`config.mk`:
```
export PLATFORM = sky130hd
export DESIGN_NAME = zx_kbd_matrix_flat
export DESIGN_NICKNAME = d
export VERILOG_FILES = /design/src/rtl/zx_kbd_matrix_if.sv /design/src/rtl/zx_kbd_matrix.sv /design/src/flat_wrapper.sv
export SDC_FILE = /design/constraint.sdc
export NUM_CORES = 1
export LEC_CHECK = 0
export BUFFER_PORTS_ARGS = -buffer_cell sky130_fd_sc_hd__clkbuf_2
export CORE_UTILIZATION = 65
export DETAILED_ROUTE_END_ITERATION = 10
export PLACE_DENSITY = 0.89
export REMOVE_ABC_BUFFERS = 1
export SLEW_MARGIN = 5
export SYNTH_ARGS = -nofsm -noshare
export SYNTH_HDL_FRONTEND = slang
export SYNTH_SLANG_ARGS = --single-unit
```
`constraint.sdc`:
```
create_clock -name clk -period 8.2 [get_ports clk]
set_input_delay 0.82 -clock clk [delete_from_list [all_inputs] [get_ports clk]]
set_output_delay 0.82 -clock clk [all_outputs]
set_load 0.02 [all_outputs]
```
`src/rtl/zx_kbd_matrix_if.sv`:
```
// Bus bundle between the host side (ULA / PS/2 receiver) and the keyboard
// matrix generator.
interface zx_kbd_matrix_if #(parameter int COLS = 5);
  logic [15:0]     A;
  logic [COLS-1:0] key_row;
  logic [7:0]      scan_code;
  logic            scan_code_ready;
  logic            scan_code_error;
  logic            status_clr;
  logic            pressed;
  logic            overflow;
  logic            overrun;

  modport master (
    output A, scan_code, scan_code_ready, scan_code_error, status_clr,
    input  key_row, pressed, overflow, overrun
  );

  modport slave (
    input  A, scan_code, scan_code_ready, scan_code_error, status_clr,
    output key_row, pressed, overflow, overrun
  );
endinterface

```
`src/rtl/zx_kbd_matrix.sv`:
```
// PS/2 set-2 scan codes to ZX Spectrum keyboard matrix. Every held PS/2 key
// owns a slot remembering the matrix positions it asserted; each matrix
// position is reference-counted so composite keys overlap cleanly.
//
// state  | meaning
// IDLE   | waiting for a byte; handles E0/F0/E1 prefixes and Pause skipping
// DECODE | map {ext, code, shift} to positions, search the slot table
// COMMIT | allocate/free a slot and adjust the position counters
module zx_kbd_matrix #(
  parameter int ROWS  = 8,
  parameter int COLS  = 5,
  parameter int SLOTS = 8,
  parameter int CNT_W = 4
) (
  input logic            clk,
  input logic            reset,
  zx_kbd_matrix_if.slave bus
);
  localparam int NPOS  = ROWS * COLS;
  localparam int POS_W = $clog2(NPOS + 1);
  localparam int IDX_W = (SLOTS > 1) ? $clog2(SLOTS) : 1;
  localparam logic [POS_W-1:0] NONE = '1;

  typedef enum logic [1:0] {IDLE, DECODE, COMMIT} state_t;

  state_t           state_q, state_d;
  logic             ext_q, ext_d, rel_q, rel_d, shift_q, shift_d;
  logic [2:0]       skip_q, skip_d;
  logic             lat_ext_q, lat_ext_d, lat_rel_q, lat_rel_d;
  logic [7:0]       lat_code_q, lat_code_d;
  logic [POS_W-1:0] pos_a_q, pos_a_d, pos_b_q, pos_b_d;
  logic             match_q, match_d, full_q, full_d;
  logic [IDX_W-1:0] match_idx_q, match_idx_d, free_idx_q, free_idx_d;
  logic [SLOTS-1:0] slot_vld_q, slot_vld_d, slot_ext_q, slot_ext_d;
  logic [7:0]       slot_code_q [SLOTS];
  logic [7:0]       slot_code_d [SLOTS];
  logic [POS_W-1:0] slot_pa_q [SLOTS];
  logic [POS_W-1:0] slot_pa_d [SLOTS];
  logic [POS_W-1:0] slot_pb_q [SLOTS];
  logic [POS_W-1:0] slot_pb_d [SLOTS];
  logic [CNT_W-1:0] cnt_q [NPOS];
  logic [CNT_W-1:0] cnt_d [NPOS];
  logic             pressed_q, pressed_d, overflow_q, overflow_d, overrun_q, overrun_d;
  logic             ovf_set, ovr_set;
  logic [POS_W-1:0] rel_a, rel_b;
  logic             unused_a;

  assign unused_a = ^bus.A[7:0];

  function automatic logic [POS_W-1:0] pos(input int r, input int c);
    if (r < ROWS && c < COLS) return POS_W'(r * COLS + c);
    return NONE;
  endfunction

  // Standard Spectrum layout; symbols are SYM plus a key chosen by PC shift.
  function automatic void key_map(input logic ext, input logic [7:0] code, input logic shf,
                                  output logic [POS_W-1:0] a, output logic [POS_W-1:0] b);
    a = NONE;
    b = NONE;
    if (ext) begin
      case (code)
        8'h14: a = pos(0, 0);
        8'h11: a = pos(7, 1);
        8'h5A: a = pos(6, 0);
        8'h6B: begin a = pos(0, 0); b = pos(3, 4); end
        8'h72: begin a = pos(0, 0); b = pos(4, 4); end
        8'h75: begin a = pos(0, 0); b = pos(4, 3); end
        8'h74: begin a = pos(0, 0); b = pos(4, 2); end
        default: ;
      endcase
    end else begin
      case (code)
        8'h14: a = pos(0, 0);  8'h1A: a = pos(0, 1);  8'h22: a = pos(0, 2);
        8'h21: a = pos(0, 3);  8'h2A: a = pos(0, 4);
        8'h1C: a = pos(1, 0);  8'h1B: a = pos(1, 1);  8'h23: a = pos(1, 2);
        8'h2B: a = pos(1, 3);  8'h34: a = pos(1, 4);
        8'h15: a = pos(2, 0);  8'h1D: a = pos(2, 1);  8'h24: a = pos(2, 2);
        8'h2D: a = pos(2, 3);  8'h2C: a = pos(2, 4);
        8'h16: a = pos(3, 0);  8'h1E: a = pos(3, 1);  8'h26: a = pos(3, 2);
        8'h25: a = pos(3, 3);  8'h2E: a = pos(3, 4);
        8'h45: a = pos(4, 0);  8'h46: a = pos(4, 1);  8'h3E: a = pos(4, 2);
        8'h3D: a = pos(4, 3);  8'h36: a = pos(4, 4);
        8'h4D: a = pos(5, 0);  8'h44: a = pos(5, 1);  8'h43: a = pos(5, 2);
        8'h3C: a = pos(5, 3);  8'h35: a = pos(5, 4);
        8'h5A: a = pos(6, 0);  8'h4B: a = pos(6, 1);  8'h42: a = pos(6, 2);
        8'h3B: a = pos(6, 3);  8'h33: a = pos(6, 4);
        8'h29: a = pos(7, 0);  8'h11: a = pos(7, 1);  8'h3A: a = pos(7, 2);
        8'h31: a = pos(7, 3);  8'h32: a = pos(7, 4);
        8'h66: begin a = pos(0, 0); b = pos(4, 0); end
        8'h76: begin a = pos(0, 0); b = pos(7, 0); end
        8'h4E: begin a = pos(7, 1); b = shf ? pos(4, 0) : pos(6, 3); end
        8'h55: begin a = pos(7, 1); b = shf ? pos(6, 2) : pos(6, 1); end
        8'h4C: begin a = pos(7, 1); b = shf ? pos(0, 1) : pos(5, 1); end
        8'h52: begin a = pos(7, 1); b = shf ? pos(5, 0) : pos(4, 3); end
        8'h41: begin a = pos(7, 1); b = shf ? pos(2, 3) : pos(7, 3); end
        8'h49: begin a = pos(7, 1); b = shf ? pos(2, 4) : pos(7, 2); end
        8'h4A: begin a = pos(7, 1); b = shf ? pos(0, 3) : pos(0, 4); end
        default: ;
      endcase
    end
  endfunction

  // Next-state logic for the FSM, slot table, counters and status bits.
  always_comb begin
    state_d = state_q;  ext_d = ext_q;  rel_d = rel_q;  shift_d = shift_q;  skip_d = skip_q;
    lat_ext_d = lat_ext_q;  lat_rel_d = lat_rel_q;  lat_code_d = lat_code_q;
    pos_a_d = pos_a_q;  pos_b_d = pos_b_q;  match_d = match_q;  full_d = full_q;
    match_idx_d = match_idx_q;  free_idx_d = free_idx_q;
    slot_vld_d = slot_vld_q;  slot_ext_d = slot_ext_q;
    slot_code_d = slot_code_q;  slot_pa_d = slot_pa_q;  slot_pb_d = slot_pb_q;
    cnt_d = cnt_q;
    ovf_set = 1'b0;
    ovr_set = 1'b0;
    rel_a = slot_pa_q[match_idx_q];
    rel_b = slot_pb_q[match_idx_q];
    if (bus.scan_code_error) begin
      state_d = IDLE;  ext_d = 1'b0;  rel_d = 1'b0;  shift_d = 1'b0;  skip_d = '0;
      slot_vld_d = '0;
      for (int i = 0; i < NPOS; i++) cnt_d[i] = '0;
    end else begin
      if (bus.scan_code_ready && state_q != IDLE) ovr_set = 1'b1;
      case (state_q)
        IDLE: if (bus.scan_code_ready) begin
          if (skip_q != '0)                  skip_d = skip_q - 3'd1;
          else if (bus.scan_code == 8'hE1)   skip_d = 3'd7;
          else if (bus.scan_code == 8'hE0)   ext_d = 1'b1;
          else if (bus.scan_code == 8'hF0)   rel_d = 1'b1;
          else begin
            lat_ext_d  = ext_q;
            lat_rel_d  = rel_q;
            lat_code_d = bus.scan_code;
            ext_d      = 1'b0;
            rel_d      = 1'b0;
            state_d    = DECODE;
          end
        end
        DECODE: begin
          if (!lat_ext_q && (lat_code_q == 8'h12 || lat_code_q == 8'h59)) begin
            shift_d = !lat_rel_q;
            state_d = IDLE;
          end else begin
            key_map(lat_ext_q, lat_code_q, shift_q, pos_a_d, pos_b_d);
            match_d = 1'b0;  match_idx_d = '0;  full_d = 1'b1;  free_idx_d = '0;
            // Descending scan so the lowest free slot wins.
            for (int i = SLOTS - 1; i >= 0; i--) begin
              if (slot_vld_q[i] && slot_ext_q[i] == lat_ext_q && slot_code_q[i] == lat_code_q) begin
                match_d     = 1'b1;
                match_idx_d = IDX_W'(i);
              end
              if (!slot_vld_q[i]) begin
                full_d     = 1'b0;
                free_idx_d = IDX_W'(i);
              end
            end
            state_d = COMMIT;
          end
        end
        COMMIT: begin
          state_d = IDLE;
          if (!lat_rel_q && !match_q && pos_a_q != NONE) begin
            if (full_q) ovf_set = 1'b1;
            else begin
              slot_vld_d[free_idx_q]  = 1'b1;
              slot_ext_d[free_idx_q]  = lat_ext_q;
              slot_code_d[free_idx_q] = lat_code_q;
              slot_pa_d[free_idx_q]   = pos_a_q;
              slot_pb_d[free_idx_q]   = pos_b_q;
              for (int i = 0; i < NPOS; i++)
                if (POS_W'(i) == pos_a_q || POS_W'(i) == pos_b_q) cnt_d[i] = cnt_q[i] + CNT_W'(1);
            end
          end else if (lat_rel_q && match_q) begin
            slot_vld_d[match_idx_q] = 1'b0;
            for (int i = 0; i < NPOS; i++)
              if ((POS_W'(i) == rel_a || POS_W'(i) == rel_b) && cnt_q[i] != '0)
                cnt_d[i] = cnt_q[i] - CNT_W'(1);
          end
        end
        default: state_d = IDLE;
      endcase
    end
    overflow_d = ovf_set | (overflow_q & ~bus.status_clr);
    overrun_d  = ovr_set | (overrun_q & ~bus.status_clr);
    pressed_d  = 1'b0;
    for (int i = 0; i < NPOS; i++) if (cnt_d[i] != '0) pressed_d = 1'b1;
  end

  // State register with synchronous reset.
  always_ff @(posedge clk) begin
    if (reset) begin
      state_q <= IDLE;  ext_q <= 1'b0;  rel_q <= 1'b0;  shift_q <= 1'b0;  skip_q <= '0;
      lat_ext_q <= 1'b0;  lat_rel_q <= 1'b0;  lat_code_q <= '0;
      pos_a_q <= NONE;  pos_b_q <= NONE;  match_q <= 1'b0;  full_q <= 1'b0;
      match_idx_q <= '0;  free_idx_q <= '0;
      slot_vld_q <= '0;  slot_ext_q <= '0;
      for (int i = 0; i < SLOTS; i++) begin
        slot_code_q[i] <= '0;
        slot_pa_q[i]   <= NONE;
        slot_pb_q[i]   <= NONE;
      end
      for (int i = 0; i < NPOS; i++) cnt_q[i] <= '0;
      pressed_q <= 1'b0;  overflow_q <= 1'b0;  overrun_q <= 1'b0;
    end else begin
      state_q <= state_d;  ext_q <= ext_d;  rel_q <= rel_d;  shift_q <= shift_d;  skip_q <= skip_d;
      lat_ext_q <= lat_ext_d;  lat_rel_q <= lat_rel_d;  lat_code_q <= lat_code_d;
      pos_a_q <= pos_a_d;  pos_b_q <= pos_b_d;  match_q <= match_d;  full_q <= full_d;
      match_idx_q <= match_idx_d;  free_idx_q <= free_idx_d;
      slot_vld_q <= slot_vld_d;  slot_ext_q <= slot_ext_d;
      slot_code_q <= slot_code_d;  slot_pa_q <= slot_pa_d;  slot_pb_q <= slot_pb_d;
      cnt_q <= cnt_d;
      pressed_q <= pressed_d;  overflow_q <= overflow_d;  overrun_q <= overrun_d;
    end
  end

  // Row read: AND of every row whose address line is low.
  always_comb begin
    bus.key_row = '1;
    for (int r = 0; r < ROWS; r++)
      if (!bus.A[8 + r])
        for (int c = 0; c < COLS; c++)
          if (cnt_q[r * COLS + c] != '0) bus.key_row[c] = 1'b0;
  end

  assign bus.pressed  = pressed_q;
  assign bus.overflow = overflow_q;
  assign bus.overrun  = overrun_q;
endmodule

```
`src/flat_wrapper.sv`:
```
// flat-port wrapper written by rule: the top's interface ports become plain ports
module zx_kbd_matrix_flat 
#(
  parameter int ROWS  = 8,
  parameter int COLS  = 5,
  parameter int SLOTS = 8,
  parameter int CNT_W = 4
)
  (clk, reset, bus_A, bus_scan_code, bus_scan_code_ready, bus_scan_code_error, bus_status_clr, bus_key_row, bus_pressed, bus_overflow, bus_overrun);
  zx_kbd_matrix_if #(.COLS(COLS)) bus_i ();
  input logic clk;
  input logic reset;
  input wire logic [$bits(bus_i.A)-1:0] bus_A;
  input wire logic [$bits(bus_i.scan_code)-1:0] bus_scan_code;
  input wire logic [$bits(bus_i.scan_code_ready)-1:0] bus_scan_code_ready;
  input wire logic [$bits(bus_i.scan_code_error)-1:0] bus_scan_code_error;
  input wire logic [$bits(bus_i.status_clr)-1:0] bus_status_clr;
  output wire logic [$bits(bus_i.key_row)-1:0] bus_key_row;
  output wire logic [$bits(bus_i.pressed)-1:0] bus_pressed;
  output wire logic [$bits(bus_i.overflow)-1:0] bus_overflow;
  output wire logic [$bits(bus_i.overrun)-1:0] bus_overrun;
  assign bus_i.A = bus_A;
  assign bus_i.scan_code = bus_scan_code;
  assign bus_i.scan_code_ready = bus_scan_code_ready;
  assign bus_i.scan_code_error = bus_scan_code_error;
  assign bus_i.status_clr = bus_status_clr;
  assign bus_key_row = bus_i.key_row;
  assign bus_pressed = bus_i.pressed;
  assign bus_overflow = bus_i.overflow;
  assign bus_overrun = bus_i.overrun;
  zx_kbd_matrix #(.ROWS(ROWS), .COLS(COLS), .SLOTS(SLOTS), .CNT_W(CNT_W)) u_core (.clk(clk), .reset(reset), .bus(bus_i));
endmodule
```
==> results.json, run 1 <==
{
  "min_from": "u_core.slot_code_q[62]",
  "tns_ns": 0,
  "synth_edf_count": 0,
  "routed_wl_um": 93670,
  "final_nets": 3265,
  "yosys.area.top_type": "dfxtp_1",
  "gp_congestion": 1.072,
  "clk_pin_slew_ns": 0.06,
  "grt_use_total_pct": 47.22,
  "grt_pass1_vias": 24150,
  "cts_setup_buffers": 0,
  "synthMostInstantiatedCell": "nand2_1",
  "crit_family": "compound AO/OA/AOI/OAI gates",
  "grt_overflow": 0,
  "coreArea_um2": 37580,
  "worstPathArrival_ns": 6.14,
  "seq_area_frac_synth_pct": 30.43,
  "grt_antenna_before_repair": 3,
  "dp.final_hpwl_um": 65140,
  "areaGrowthSynthToFinish_pct": 7.345,
  "skew_ns": 0.02363,
  "synthArstFlopShare_pct": 0,
  "post_drt_wl_per_cell_um": 25.33,
  "start_util_pct": 66.00,
  "setup_viol": 0,
  "cp_cell_sequence": "mux4_2, mux2i_1, buf_4, o21ai_1, o32ai_1, a211oi_1, a31oi_1, nor3b_1, and4b_2, nand4_1, nor4_1, a41oi_1",
  "dr_total_vias": 26220,
  "rsz0062_at_grt": "false",
  "netlist_area_um2": 24800,
  "synth_area_leaders": "dfxtp_1, nand2_1, nor2_1",
  "vdd_drop_max_mv": 0.1783,
  "crit_start": "u_core.match_idx_q[0]",
  "clock_latency_ns": 0.61,
  "criticalPathCategory": "flip-flop to flip-flop",
  "ant_nets": 0,
  "fmax_mhz": 175.6,
  "worst_path_max_delay_cell": "dfxtp_2",
  "cap_violations": 0,
  "pre_cts_ws_ns": 2.783,
  "max_stage_delay_ns": 1.01,
  "synth_seq_cells": 377,
  "fin_cells": 3698,
  "status": "completed",
  "avgSynthCellArea_um2": 7.684,
  "fin_ws_ns": 2.504,
  "cts.sink_count": 377,
  "rows": 71,
  "yosysWarnings": 0,
  "power_density_nw_per_um2": 156.1,
  "grt_max_degree": 128,
  "synthCells": 3228,
  "cts_max_level": 2,
  "root_buffer": "clkbuf_16",
  "placed_cells": 3621,
  "hold_violations": 0,
  "slew_headroom_pct": 14.84,
  "cts_max_path_buffers": 3,
  "min_period_over_period_pct": 69.46,
  "synth_top_area_share_pct": 30.43,
  "cts-resized-gates": 0,
  "die_width_um": 197.3,
  "portBuffers": 28,
  "slew_viol_final": 0,
  "final_area_um2": 26620,
  "ys_top_cells_by_count": "nand2_1, dfxtp_1, nor2_1, a21oi_1, clkbuf_1",
  "vias_per_cell": 7.090,
  "power.leakage_uw": 0.009583,
  "dr.pass1.iters": 6,
  "end_kind": "flip-flop",
  "worstMarginPinSlew_ns": 1.266,
  "die_h_um": 197.3,
  "rr_startpoint": "u_core.match_idx_q[0]",
  "cts_buffers": 42,
  "synth_cell_types": 108,
  "hold_path_class": "flip-flop to flip-flop",
  "cts_tree": "yes",
  "die_area_um2": 38940,
  "ys.flop_type": "dfxtp_1",
  "critPathRequiredTime_ns": 8.65,
  "fill_cells": 2957,
  "crit_path_max_fanout": 32,
  "io_pins": 37,
  "fin_crit_ns": 5.696,
  "drt_iter0_drc": 3969,
  "grt_pass1_wl_um": 140800,
  "drive_above_1_share_pct": 7.786,
  "post-route-util_pct": 70.85,
  "cts_hold_buf": 0,
  "drcViolationCount": 0,
  "crit_buf_inv": 1,
  "startpoint_type": "flip-flop",
  "rrSetupSlack_ns": 2.50,
  "placed_cell_area_um2": 25130
}
-- cell usage in the layout, fill, tap and decap left out, drive strengths merged, types with 39 or more instances in the layout --
cell type / n
ha: 82
nor2: 314
nor3: 78
inv: 122
xnor2: 110
nand4: 75
nand3b: 101
and3: 52
nand2b: 39
nor4: 55
o21ai: 109
buf: 58
a21oi: 205
nor3b: 39
nand3: 90
nand2: 514
clkbuf: 89
dfxtp: 377
mux2i: 51
-- per-layer routing --
metal | global-route usage [%] | up-vias | part of all wire [%]
met1 | 57.19 | 12290 | 35
met3 | 10.86 | 503 | 12
met5 | 0 | - | 0.014
li1 | - | 11480 | -
met4 | 36.64 | 2 | 9.2
met2 | 72.59 | 1947 | 43
-- power breakdown --
group	switching [uW]	leakage, uW	internal, uW	total (uW)
logic	160	0.00582	65.3	225
clock network	853	0.000717	1230	2080
registers	11.9	0.00304	1840	1850
total	1020	0.00958	3130	4160
-- flip-flops by register name, indices dropped and copies added (netlist names), 2 cells and up --
| name | count |
|---|---|
| u_core.cnt_q | 160 |
| u_core.free_idx_q | 3 |
| u_core.lat_code_q | 8 |
| u_core.match_idx_q | 3 |
| u_core.pos_a_q | 6 |
| u_core.pos_b_q | 6 |
| u_core.skip_q | 3 |
| u_core.slot_code_q | 64 |
| u_core.slot_ext_q | 8 |
| u_core.slot_pa_q | 48 |
| u_core.slot_pb_q | 48 |
| u_core.slot_vld_q | 8 |
| u_core.state_q | 2 |
-- cells by family after synthesis --
group | synth area share (%)
DFF | 30.43
AOI/OAI and AO/OA | 18.37
buffers and inverters | 5.660
and+or+nand+nor | 31.41
adders and majority gates | 4.137
xor gates and xnor gates | 4.944
muxes | 5.055
-- worst min-delay path, cell delays in order, from the launching register on --
cell and delay (ns):
dfxtp_1 0.31, nand2_1 0.06, a21oi_1 0.05
-- per-stage QoR --
stage | total power, uW | hold WS [ns]
finish | 4155 | 0.4693
global route | 4228 | 0.4827
CTS | 4130 | 0.4686
detailed placement | 2103 | 0.4531
global placement | 2099 | 0.4398
floorplan | 2002 | 0.4316
-- area by class of cell --
type | count | area, um^2 | area share [%]
Multi-Input combinational cell | 2529 | 15920 | 59.79
Sequential cell | 377 | 7551 | 28.36
Clock buffer | 62 | 1216 | 4.568
Tap cell | 511 | 639.4 | 2.401
Timing Repair Buffer | 85 | 574.3 | 2.157
Inverter | 119 | 446.7 | 1.678
Clock inverter | 13 | 274.0 | 1.029
Antenna cell | 2 | 5.005 | 0.01880
-- worst paths after layout --
check | endpoint | depth (start not counted)
setup / recovery | u_core.bus.pressed | 12
hold / removal | u_core.slot_code_q[62] | 2
setup reg to reg | u_core.bus.pressed | 12
hold reg to reg | u_core.slot_code_q[62] | 2
(Power assumes the default switching activity.)
==> inputs of run 2 (changes only) <==
==> constraint.sdc (replaced) <==
create_clock -name clk -period 5.8 [get_ports clk]
set_input_delay 0.58 -clock clk [delete_from_list [all_inputs] [get_ports clk]]
set_output_delay 0.58 -clock clk [all_outputs]
set_load 0.02 [all_outputs]
==> run 2 against run 1 <==
Effect of this change:
- die area unchanged
- final area rose by 0.90%
- count of clock-buffer cells in the layout is 3 lower
- non-clock buffer count up 24
- fmax up 5.5%
- clock power up 46%
- sequential cell count unchanged
- power increased by 44%
- largest cell class unchanged
- largest power group unchanged
==> results.json, run 2 (synthesis results as in run 1) <==
{
  "status": "completed",
  "fin_crit_ns": 5.400,
  "worstMarginPinSlew_ns": 1.341,
  "skew_ns": 0.02316,
  "regToRegEndpoint": "u_core.bus.pressed",
  "tns_ns": 0,
  "fmax_mhz": 185.2,
  "hold_violations": 0,
  "crit_start": "u_core.match_idx_q[1]",
  "largest_register_ffs": 160,
  "portBuffers": 28,
  "grt_antenna_before_repair": 4,
  "grt_max_degree": 130,
  "setup_viol": 0,
  "cts-resized-gates": 0,
  "clock_latency_ns": 0.61,
  "worstPathArrival_ns": 5.90,
  "cts_setup_buffers": 0,
  "dr.pass1.iters": 9,
  "die_area_um2": 38940,
  "reg_top3": "u_core.cnt_q x160, u_core.slot_code_q x64",
  "vias_per_cell": 7.148,
  "switching_share_pct": 24.31,
  "rrSetupSlack_ns": 0.40,
  "drt_iter0_drc": 3737,
  "cts_tree": "yes",
  "cap_violations": 0,
  "multi_input_area_um2": 15920,
  "clk_pin_slew_ns": 0.06,
  "dr_total_vias": 26610,
  "drive_above_1_share_pct": 8.655,
  "grt_pass1_vias": 24650,
  "drcViolationCount": 0,
  "criticalPathCategory": "flip-flop to flip-flop",
  "final_nets": 3290,
  "fin_cells": 3723,
  "cts_buffers": 43,
  "die_width_um": 197.3,
  "io_pins": 37,
  "cts_max_path_buffers": 3,
  "gp_congestion": 1.104,
  "diodes": 0,
  "grt_use_total_pct": 47.97,
  "routed_wl_um": 95210,
  "regMostFlops": "u_core.cnt_q",
  "dp.final_hpwl_um": 66500,
  "power_density_nw_per_um2": 222.0,
  "rr_startpoint": "u_core.match_idx_q[1]",
  "post_drt_wl_per_cell_um": 25.57,
  "fill_cells": 2890,
  "die_h_um": 197.3,
  "end_kind": "flip-flop",
  "grt_overflow": 0,
  "hold_path_class": "primary input to flip-flop",
  "pwr-share-clk_pct": 50.7,
  "cp-endpoint": "u_core.bus.pressed",
  "start_util_pct": 66.00,
  "rows": 71,
  "coreArea_um2": 37580,
  "min_period_over_period_pct": 93.10,
  "seqPwrFrac_pct": 43.8,
  "layout.cells.most_common_list": "nand2_1, dfxtp_1, nor2_1",
  "p_int_uw": 4514,
  "slew_viol_final": 0,
  "areaGrowthSynthToFinish_pct": 8.314,
  "placed_cells": 3645,
  "cts_hold_buf": 0,
  "ant_nets": 0,
  "root_buffer": "clkbuf_16",
  "rr_worst_depth": 12,
  "startpoint_type": "flip-flop",
  "grt_pass1_wl_um": 143100,
  "vdd_drop_max_mv": 0.3082,
  "cts_max_level": 2,
  "switchingPower_uw": 1450,
  "critPathRequiredTime_ns": 6.30,
  "cts.sink_count": 377,
  "slew_headroom_pct": 10.26,
  "power.leakage_uw": 0.009749,
  "rsz0062_at_grt": "false",
  "final_common_cell": "nand2_1",
  "ff_latch_area_um2": 7551,
  "pwr-share-comb_pct": 5.5,
  "crit_path_max_fanout": 15
}
==> run 2: per-layer routing <==
metal | routed length (um) | GRT usage, % | up-vias
met5 | 69 | 0.8940 | -
met4 | 9242 | 39.74 | 8
met3 | 11850 | 12.07 | 578
met2 | 40640 | 73.32 | 1998
met1 | 33410 | 56.74 | 12480
li1 | - | - | 11550
==> run 2: critical path, stage by stage, from the launching register on <==
cell and delay, ns:
dfxtp_1 0.80, buf_4 0.34, mux4_2 0.36, mux2_2 0.39, nor3_1 0.71, a32o_1 0.62, and2_1 0.27, a311oi_1 0.11
a311oi_1 0.81, and4bb_2 0.34, nand4_1 0.16, nor4_1 0.10, a41oi_1 0.25
==> run 2: worst min path at each step <==
stage / slack, ns / end / cells after the start / start
after floorplan: 0.43 / u_core.slot_pa_q[14] / 2 / u_core.slot_pa_q[14]
after detailed placement: 0.45 / u_core.slot_pa_q[41] / 2 / u_core.slot_pa_q[41]
after global routing: 0.28 / u_core.lat_code_q[1] / 3 / bus_scan_code[1]
final: 0.25 / u_core.lat_code_q[1] / 3 / bus_scan_code[1]
after global placement: 0.44 / u_core.slot_pb_q[6] / 2 / u_core.slot_pb_q[6]
after CTS: 0.24 / u_core.lat_code_q[7] / 3 / bus_scan_code[7]
==> run 2: cell type report <==
| cell class | count | share of cell area [%] |
|---|---|---|
| multi-input cells | 2529 | 59.28 |
| well taps | 511 | 2.380 |
| inverters | 119 | 1.663 |
| repair buffers | 109 | 2.808 |
| clock inverters | 19 | 1.276 |
| flip-flops and latches | 377 | 28.11 |
| clock buffers | 59 | 4.490 |
==> run 2: metrics by stage <==
stage / cell area [um^2] / setup slack [ns] / utilization, % / power [uW] / hold slack, ns
final: 26860 / 0.4002 / 71.49 / 5964 / 0.2543
after global routing: 26860 / 0.4335 / 71.49 / 6068 / 0.2765
after CTS: 26860 / 0.8869 / 71.48 / 5937 / 0.2407
after detailed placement: 25310 / 0.9308 / 67.36 / 2978 / 0.4510
after global placement: 25310 / 0.9707 / 67.36 / 2972 / 0.4441
after floorplan: 23850 / -0.5616 / - / 2830 / 0.4316
==> run 2: power by group through the flow <==
stage          registers [uW]  logic, uW  clock network, uW
3_5_place_dp             2670        311                  0
4_1_cts                  2610        313               3010
2_1_floorplan            2680        147                  0
3_3_place_gp             2670        305                  0
6_report                 2610        328               3030
5_1_grt                  2610        340               3120
